==> config.mk <==
export PLATFORM = sky130hd
export DESIGN_NAME = mem_req_arbiter
export DESIGN_NICKNAME = d
export VERILOG_FILES = /design/src/rtl/mem_arb_pkg.sv /design/src/rtl/mem_arb_pick.sv /design/src/rtl/mem_req_arbiter.sv
export SDC_FILE = /design/constraint.sdc
export NUM_CORES = 2
export LEC_CHECK = 0
export ABC_AREA = 1
export CAP_MARGIN = 20
export CORE_AREA = 8 8 499 501
export CTS_CLUSTER_DIAMETER = 120
export DETAILED_ROUTE_END_ITERATION = 16
export DIE_AREA = 0 0 507 509
export HOLD_SLACK_MARGIN = 0.08
export PLACE_DENSITY = 0.39
export SETUP_SLACK_MARGIN = 0.4
export SYNTH_ARGS = -nofsm -noshare
export SYNTH_HDL_FRONTEND = slang
export SYNTH_SLANG_ARGS = --single-unit
export TNS_END_PERCENT = 20
==> constraint.sdc <==
create_clock -name clk -period 4 [get_ports clk]
set_input_delay 0.6 -clock clk [delete_from_list [all_inputs] [get_ports clk]]
set_output_delay 0.6 -clock clk [all_outputs]
set_load 0.03 [all_outputs]
==> src/rtl/mem_arb_pkg.sv <==
// Shared encodings for the memory request arbiter: FSM states, request kinds,
// width codes and arbitration defaults.
package mem_arb_pkg;

  typedef enum logic [1:0] {
    IDLE  = 2'd0,
    BUSY  = 2'd1,
    DRAIN = 2'd2
  } arb_state_e;

  localparam logic [1:0] KIND_IF = 2'b00;
  localparam logic [1:0] KIND_LD = 2'b01;
  localparam logic [1:0] KIND_ST = 2'b10;

  localparam logic [2:0] LDW_BU = 3'b000;
  localparam logic [2:0] LDW_HU = 3'b001;
  localparam logic [2:0] LDW_W  = 3'b010;
  localparam logic [2:0] LDW_B  = 3'b100;
  localparam logic [2:0] LDW_H  = 3'b101;

  localparam logic [2:0] STW_B = 3'b000;
  localparam logic [2:0] STW_H = 3'b001;
  localparam logic [2:0] STW_W = 3'b010;

  localparam logic [1:0] IO_REGION_DEF    = 2'b11;
  localparam int         STARVE_LIMIT_DEF = 8;

  // Bit positions inside the one-hot grant vector.
  localparam int G_IF = 0;
  localparam int G_LD = 1;
  localparam int G_ST = 2;

endpackage

==> src/rtl/mem_arb_pick.sv <==
// Combinational arbitration: eligibility, store > load > ifetch priority and
// the ifetch starvation override. Grants only when en is high.
module mem_arb_pick
  import mem_arb_pkg::*;
#(
  parameter int         STARVE_LIMIT = STARVE_LIMIT_DEF,
  parameter int         SW           = 4,
  parameter logic [1:0] IO_REGION    = IO_REGION_DEF
) (
  input  logic          en,
  input  logic          rollback,
  input  logic          io_buffer_full,
  input  logic          if_req,
  input  logic          ld_req,
  input  logic          st_req,
  input  logic [1:0]    st_region,
  input  logic [SW-1:0] starve_cnt,
  output logic [2:0]    grant,
  output logic          starve_inc,
  output logic          starve_clr
);

  logic st_el;
  logic ld_el;
  logic if_el;
  logic starve_hit;

  always_comb begin
    st_el      = st_req && !((st_region == IO_REGION) && io_buffer_full);
    ld_el      = ld_req && !rollback;
    if_el      = if_req && !rollback;
    starve_hit = (starve_cnt == SW'(STARVE_LIMIT));
    grant      = '0;
    if (en) begin
      if (if_el && starve_hit) grant[G_IF] = 1'b1;
      else if (st_el)          grant[G_ST] = 1'b1;
      else if (ld_el)          grant[G_LD] = 1'b1;
      else if (if_el)          grant[G_IF] = 1'b1;
    end
    // A loss only happens when someone else was granted, so en is implied.
    starve_inc = en && if_el && !grant[G_IF];
    starve_clr = !if_req || grant[G_IF];
  end

endmodule

==> src/rtl/mem_req_arbiter.sv <==
// Single-channel memory request arbiter for ifetch, load and store drain.
// Optional MEM_ARB_PERF_EN adds wrapping completion/abort counters.
module mem_req_arbiter
  import mem_arb_pkg::*;
#(
  parameter int         STARVE_LIMIT = STARVE_LIMIT_DEF,
  parameter logic [1:0] IO_REGION    = IO_REGION_DEF
) (
  input  logic         clk,
  input  logic         rst,
  input  logic         rdy,
  input  logic         rollback,
  input  logic         io_buffer_full,
  input  logic         if_req,
  input  logic [31:0]  if_addr,
  output logic         if_done,
  output logic [511:0] if_line,
  input  logic         ld_req,
  input  logic [31:0]  ld_addr,
  input  logic [2:0]   ld_width,
  output logic         ld_done,
  output logic [31:0]  ld_data,
  input  logic         st_req,
  input  logic [31:0]  st_addr,
  input  logic [31:0]  st_data,
  input  logic [2:0]   st_width,
  output logic         st_done,
  output logic         m_valid,
  output logic [1:0]   m_kind,
  output logic [31:0]  m_addr,
  output logic [31:0]  m_wdata,
  output logic [2:0]   m_width,
  output logic         m_abort,
  input  logic         m_done,
  input  logic [31:0]  m_rdata,
  input  logic [511:0] m_line,
  output logic [1:0]   dbg_state
`ifdef MEM_ARB_PERF_EN
  ,
  output logic [31:0]  perf_if_cnt,
  output logic [31:0]  perf_ld_cnt,
  output logic [31:0]  perf_st_cnt,
  output logic [31:0]  perf_abort_cnt
`endif
);

  localparam int SW = $clog2(STARVE_LIMIT + 1);

  arb_state_e    state;
  logic [SW-1:0] starve_cnt;
  logic          done_pend;
  logic [2:0]    grant;
  logic          starve_inc;
  logic          starve_clr;
  logic          abort_now;
  logic          fin_now;

  mem_arb_pick #(
    .STARVE_LIMIT (STARVE_LIMIT),
    .SW           (SW),
    .IO_REGION    (IO_REGION)
  ) u_pick (
    .en             (state == IDLE),
    .rollback       (rollback),
    .io_buffer_full (io_buffer_full),
    .if_req         (if_req),
    .ld_req         (ld_req),
    .st_req         (st_req),
    .st_region      (st_addr[17:16]),
    .starve_cnt     (starve_cnt),
    .grant          (grant),
    .starve_inc     (starve_inc),
    .starve_clr     (starve_clr)
  );

  // Handshake: m_valid is a level held with stable m_* fields from grant until
  // the cycle after m_done (or rollback abort); m_done is a single-cycle pulse.
  assign abort_now = (state == BUSY) && rollback && (m_kind != KIND_ST);
  assign fin_now   = (state == BUSY) && !abort_now && (m_done || done_pend);
  assign dbg_state = state;

  always_ff @(posedge clk) begin
    if (rst) begin
      state      <= IDLE;
      starve_cnt <= '0;
      done_pend  <= 1'b0;
      m_valid    <= 1'b0;
      m_kind     <= '0;
      m_addr     <= '0;
      m_wdata    <= '0;
      m_width    <= '0;
      m_abort    <= 1'b0;
      if_done    <= 1'b0;
      ld_done    <= 1'b0;
      st_done    <= 1'b0;
      if_line    <= '0;
      ld_data    <= '0;
    end else begin
      if_done <= 1'b0;
      ld_done <= 1'b0;
      st_done <= 1'b0;
      m_abort <= 1'b0;
      // A completion during a stall is parked until rdy returns.
      if ((state == BUSY) && !rdy && m_done && !done_pend) begin
        done_pend <= 1'b1;
        if (m_kind == KIND_LD) ld_data <= m_rdata;
        if (m_kind == KIND_IF) if_line <= m_line;
      end
      if (rdy) begin
        if (starve_clr) starve_cnt <= '0;
        else if (starve_inc && (starve_cnt != SW'(STARVE_LIMIT)))
          starve_cnt <= starve_cnt + SW'(1);
        case (state)
          IDLE: begin
            if (|grant) begin
              m_valid <= 1'b1;
              state   <= BUSY;
              if (grant[G_ST]) begin
                m_kind  <= KIND_ST;
                m_addr  <= st_addr;
                m_wdata <= st_data;
                m_width <= st_width;
              end else if (grant[G_LD]) begin
                m_kind  <= KIND_LD;
                m_addr  <= ld_addr;
                m_wdata <= '0;
                m_width <= ld_width;
              end else begin
                m_kind  <= KIND_IF;
                m_addr  <= if_addr;
                m_wdata <= '0;
                m_width <= 3'b000;
              end
            end
          end
          BUSY: begin
            if (abort_now) begin
              m_valid   <= 1'b0;
              m_abort   <= 1'b1;
              done_pend <= 1'b0;
              state     <= DRAIN;
            end else if (fin_now) begin
              m_valid   <= 1'b0;
              done_pend <= 1'b0;
              state     <= IDLE;
              case (m_kind)
                KIND_IF: begin
                  if_done <= 1'b1;
                  if (!done_pend) if_line <= m_line;
                end
                KIND_LD: begin
                  ld_done <= 1'b1;
                  if (!done_pend) ld_data <= m_rdata;
                end
                default: st_done <= 1'b1;
              endcase
            end
          end
          DRAIN:   state <= IDLE;
          default: state <= IDLE;
        endcase
      end
    end
  end

`ifdef MEM_ARB_PERF_EN
  always_ff @(posedge clk) begin
    if (rst) begin
      perf_if_cnt    <= '0;
      perf_ld_cnt    <= '0;
      perf_st_cnt    <= '0;
      perf_abort_cnt <= '0;
    end else if (rdy) begin
      if (fin_now && (m_kind == KIND_IF)) perf_if_cnt <= perf_if_cnt + 32'd1;
      if (fin_now && (m_kind == KIND_LD)) perf_ld_cnt <= perf_ld_cnt + 32'd1;
      if (fin_now && (m_kind == KIND_ST)) perf_st_cnt <= perf_st_cnt + 32'd1;
      if (abort_now) perf_abort_cnt <= perf_abort_cnt + 32'd1;
    end
  end
`endif

endmodule

# Yosys cells after proc, flatten, opt, wreduce, memory -nomap -nowiden
# Cells that the tools add are included.
# W data, S select, Z words.
# classes
add_sub_neg	1
n_eq_ne	8
n_mux	50
bitwise_logic	3
reduce_logical	36
# ops
op	n
$mux W512	8
$mux W32	11
$mux W1	18
$logic_and A1 B1 Y1	15
$mux W2	6
$mux W3	3
$mux W4	2
$logic_not A1 Y1	7
$reduce_and A3 Y1	2
$reduce_or A3 Y1	2
$reduce_or A5 Y1	1
$add A4 B1 Y4 const B	1
$eq A2 B1 Y1 const B	2
$eq A4 B4 Y1 const B	1
$logic_not A2 Y1	2
$ne A2 B2 Y1 const B	2
$ne A4 B4 Y1 const B	1
$pmux W2 S2	1
$reduce_and A4 Y1	1
$reduce_bool A2 Y1	2
$ne A3 B3 Y1 const B	1
$not A1 Y1	3
$eq A2 B2 Y1 const B	1
$logic_or A1 B1 Y1	2
other kinds (3)	3
# word_totals
reg_bits	625
input_bits	687
out_inout_bits	620

# Longest topological paths before layout
# depth
ltp_word	12
ltp_mapped	14
ltp_nobuf	13

# Modules after synthesis
# Synthesis repeated with hierarchy kept, for this count alone.
# hier_totals
cells_unflattened	3064
area_unflattened_um2	23837.9
# modules_own_cells
mod	instances	cells_per_inst	area_each_um2	seq_area_each_um2
mem_req_arbiter	1	3042	23731.5	12512.0
mem_arb_pick	1	22	106.4	0.0

# Worst setup path before layout
# OpenSTA, ideal clock, no wires.
# synth_timing
path_type	reg2reg
startpoint	reg state[0] (netlist: dbg_state[0])
endpoint	reg with a tool-made name
t_arrival_ns	1.786
t_required_ns	3.868
setup_slack_ns	2.082
path_stages_with_launch	12
path_buffers	2
path_cell_list	dfxtp_1 inv_2 nor2_4 nand3_1 nor2_1 inv_2 nand2_1 nand3_4 buf_4 buf_2 nand2_1 a21oi_1
# synth_rtl
element	line_no	source
start, declared	mem_req_arbiter.sv:49	arb_state_e state;
start signal, assigned	mem_req_arbiter.sv:84	state <= IDLE;
start signal, assigned	mem_req_arbiter.sv:117	state <= BUSY;
start signal, assigned	mem_req_arbiter.sv:141	state <= DRAIN;

==> key figures <==
Min path
  – Worst Hold Class: primary input to register

Drt
  – Vias/cell: 3.745
  – DRT antenna net count: 0
  – DRC Markers: 0
  – Via count: 29050
  – Drt first pass iters: 5
  – Drt wl/cell: 26.91 um
  – Detailed Route WL: 208700 um
  – DR iter-0 viols: 2019

Clocking
  – CTS buffer count: 90
  – TritonCTS clock tree: built
  – Post CTS Setup Buffer Count: 0
  – Clk root buf: clkbuf_16
  – Htree depth: 3
  – Worst-Skew Late Latency: 0.69 ns
  – Clock buffer depth: 3
  – Clk slew on worst S/H paths: 0.06 ns
  – Post-CTS Hold Buffers: 0
  – Clk sink count: 625
  – Post_cts resized: 0

Yosys
  – Compound-Gate Fraction of Synth Area: 12.24%
  – Synth Area in Adders: 0.1016%
  – Synth area leaders: dfxtp_1 (51%), nand3_1 (13%), nand2_1 (11%), a21oi_1 (11%), nor2_1 (2.9%)
  – Top cell type's share of synthesized area: 50.79%
  – Synth Warn #: 0
  – Post-Syn Area: 0.02463 mm^2
  – Distinct cell type count after synthesis: 27
  – Synth area leader: dfxtp_1
  – Most common flop cell mapped by yosys: dfxtp_1
  – Average cell area after synthesis: 7.503 um^2
  – Mux cell area share after synthesis: 0%
  – EDFF count, synth: 0
  – Mapped Nets: 3972
  – Top cells by count, synth: nand2_1 (739), nand3_1 (628), dfxtp_1 (625)
  – Cells after Synth: 3283
  – Yosys reg bits: 625
  – Simple-gate share of the synthesized area: 28.92%
  – Sequential area share after synthesis: 50.79%
  – FFs w/ async S/R, synth: 0%
  – Largest family of logic cells by synthesized area: simple AND/OR/NAND/NOR gates
  – Count leader, synth: nand2_1
  – Post-synthesis xor/xnor area fraction: 0.07111%

Layout
  – Filler cells: 27320
  – Area growth syn-to-layout: 79.53%
  – Nets: 5145
  – Layout cell share with drive strength beyond 1: 5.349%

Global route
  – Global route overflow: 0
  – Vias in the first global route: 28160
  – First-pass GRT wire length: 270600 um
  – GRT Total Usage: 15.29%
  – Initial antenna violation count: 193
  – Largest net degree at the start of global routing: 199

Timing
  – Final setup fails: 0
  – Worst-Margin Slew: 1.225 ns
  – Setup slack after layout: 1.030 ns
  – Fin. max-slew vios: 0
  – Setup TNS: 0 ns
  – Min Tclk post-route: 2.970 ns
  – Fmax achieved: 336.7 MHz
  – RSZ-0062 raised after global routing: no
  – Final hold vios: 0
  – Clk_skew: 0.04059 ns
  – Relative slew slack: 18.34%
  – Final worst-path cycle share: 74.24%

Die
  – Std-Cell Rows: 181
  – Die width: 507 um
  – I/O pin cnt: 1307
  – Core Area: 0.2414 mm^2
  – Chip height: 509 um
  – DIE AREA: 0.2581 mm^2
  – Initial core utilization: 10.20%

Power and ir drop
  – Worst vdd ir: 0.0002392 V
  – Pwr Density: 403.3 mW/mm^2
  – P_leak: 15.11 nW

Worst setup path
  – Crit path max fanout: 60
  – Critical Path Max Stage Delay: 0.61 ns
  – Cells along the critical path: buf_4 > nand2_1 > inv_1 > nand3_4 > nand3_4 > buf_12 > buf_4 > nand2_1 > a21oi_1
  – Worst Setup Path Type: register to register
  – CP Launch Type: register
  – WP data arrival: 3.56 ns
  – Slowest cell on the critical path: dfxtp_2
  – WP data required: 4.59 ns
  – Critical path capture point type: register

Placement
  – Gpl congestion: 0.9011
  – Place WS: 0.6024 ns
  – Hpwl dp: 170700 um
  – IO buf count: 1306

Outcome
  – Status: complete, no violations

Run
  – Max Cap Violations: 0
-- cell type report --
class	count	area, um^2	share of cell area, %
repair buffers	1371	13810	31.23
multi-input cells	2229	10240	23.15
diodes	31	77.57	0.1754
inverters	139	523.0	1.183
clock inverters	38	491.7	1.112
well taps	3202	4006	9.059
flip-flops and latches	625	12510	28.30
clock buffers	122	2562	5.794
-- critical path: cells and delay by family, from the launching register on --
family / cells / cell delay [ns]
compound gates: 1 / 0.21
buf+inv: 4 / 1.39
flops: 1 / 0.61
simple gates: 4 / 0.56
-- metrics by stage --
step	area (um^2)	util, %	total power [mW]	instances	hold WS, ns
after detailed placement	41090	17.02	9.615	7566	0.4511
after global routing	44160	18.29	18.62	7732	0.2918
final	44220	18.32	17.84	7757	0.3649
after CTS	44150	18.29	18.27	7726	0.2408
after floorplan	24630	-	7.892	3283	0.4699
after global placement	41090	17.02	9.612	7566	0.4448
-- placed cells by master, fill, tap and decap left out, types with 2 or more instances in the layout --
cell type / netlist / layout
nand3_1: 628 / 628
buf_4: 43 / 45
clkbuf_8: 0 / 19
clkinvlp_4: 0 / 2
clkdlybuf4s50_1: 0 / 1304
nor2_2: 1 / 3
ha_1: 2 / 2
dfxtp_1: 625 / 624
nand3_4: 2 / 2
clkbuf_16: 0 / 90
clkbuf_1: 129 / 13
o21ai_4: 0 / 2
clkinv_2: 0 / 13
clkinv_8: 0 / 2
buf_12: 0 / 20
nor2_1: 192 / 188
o2111ai_1: 2 / 2
o21ai_0: 49 / 49
clkinv_4: 0 / 5
nand3b_1: 27 / 27
bufinv_16: 0 / 8
inv_1: 127 / 126
nand4_1: 32 / 32
nor3_1: 3 / 3
inv_2: 11 / 11
a21oi_1: 543 / 542
nor2_4: 1 / 3
xor2_1: 2 / 2
inv_6: 0 / 8
diode_2: 0 / 31
nand2_1: 739 / 737
-- power by group --
group / total, mW / switching, mW / internal [mW] / leakage [nW]
clock: 8.39 / 3.37 / 5.02 / 1.50
combinational: 2.89 / 1.67 / 1.22 / 8.55
sequential: 6.56 / 0.125 / 6.44 / 5.06
-- kinds of logic (layout without fill, tap and decap cells) --
family / after synthesis / count (layout)
compound gates: 598 / 598
xor+xnor: 2 / 2
fa+ha+maj: 2 / 2
buf+inv: 429 / 1670
flops: 625 / 625
other cells: 0 / 31
simple gates: 1627 / 1627
-- path summary, 6_finish.rpt --
check	slack, ns	endpoint	depth (start not counted)	from
setup reg to reg	1.03	register	9	done_pend$_SDFF_PP0_
setup / recovery	1.03	register	9	done_pend$_SDFF_PP0_
hold reg to reg	0.46	m_valid$_SDFFE_PP0P_	2	m_valid$_SDFFE_PP0P_
hold / removal	0.36	register	3	rdy
-- layer usage --
metal,vias to the layer above,share of wire (%),track usage (%)
met5,-,0.48,0
met4,160,2.4,3.593
met3,340,15,10.04
met2,1462,43,23.50
met1,13750,39,17.65
li1,13340,-,-
(Power assumes the default switching activity.)
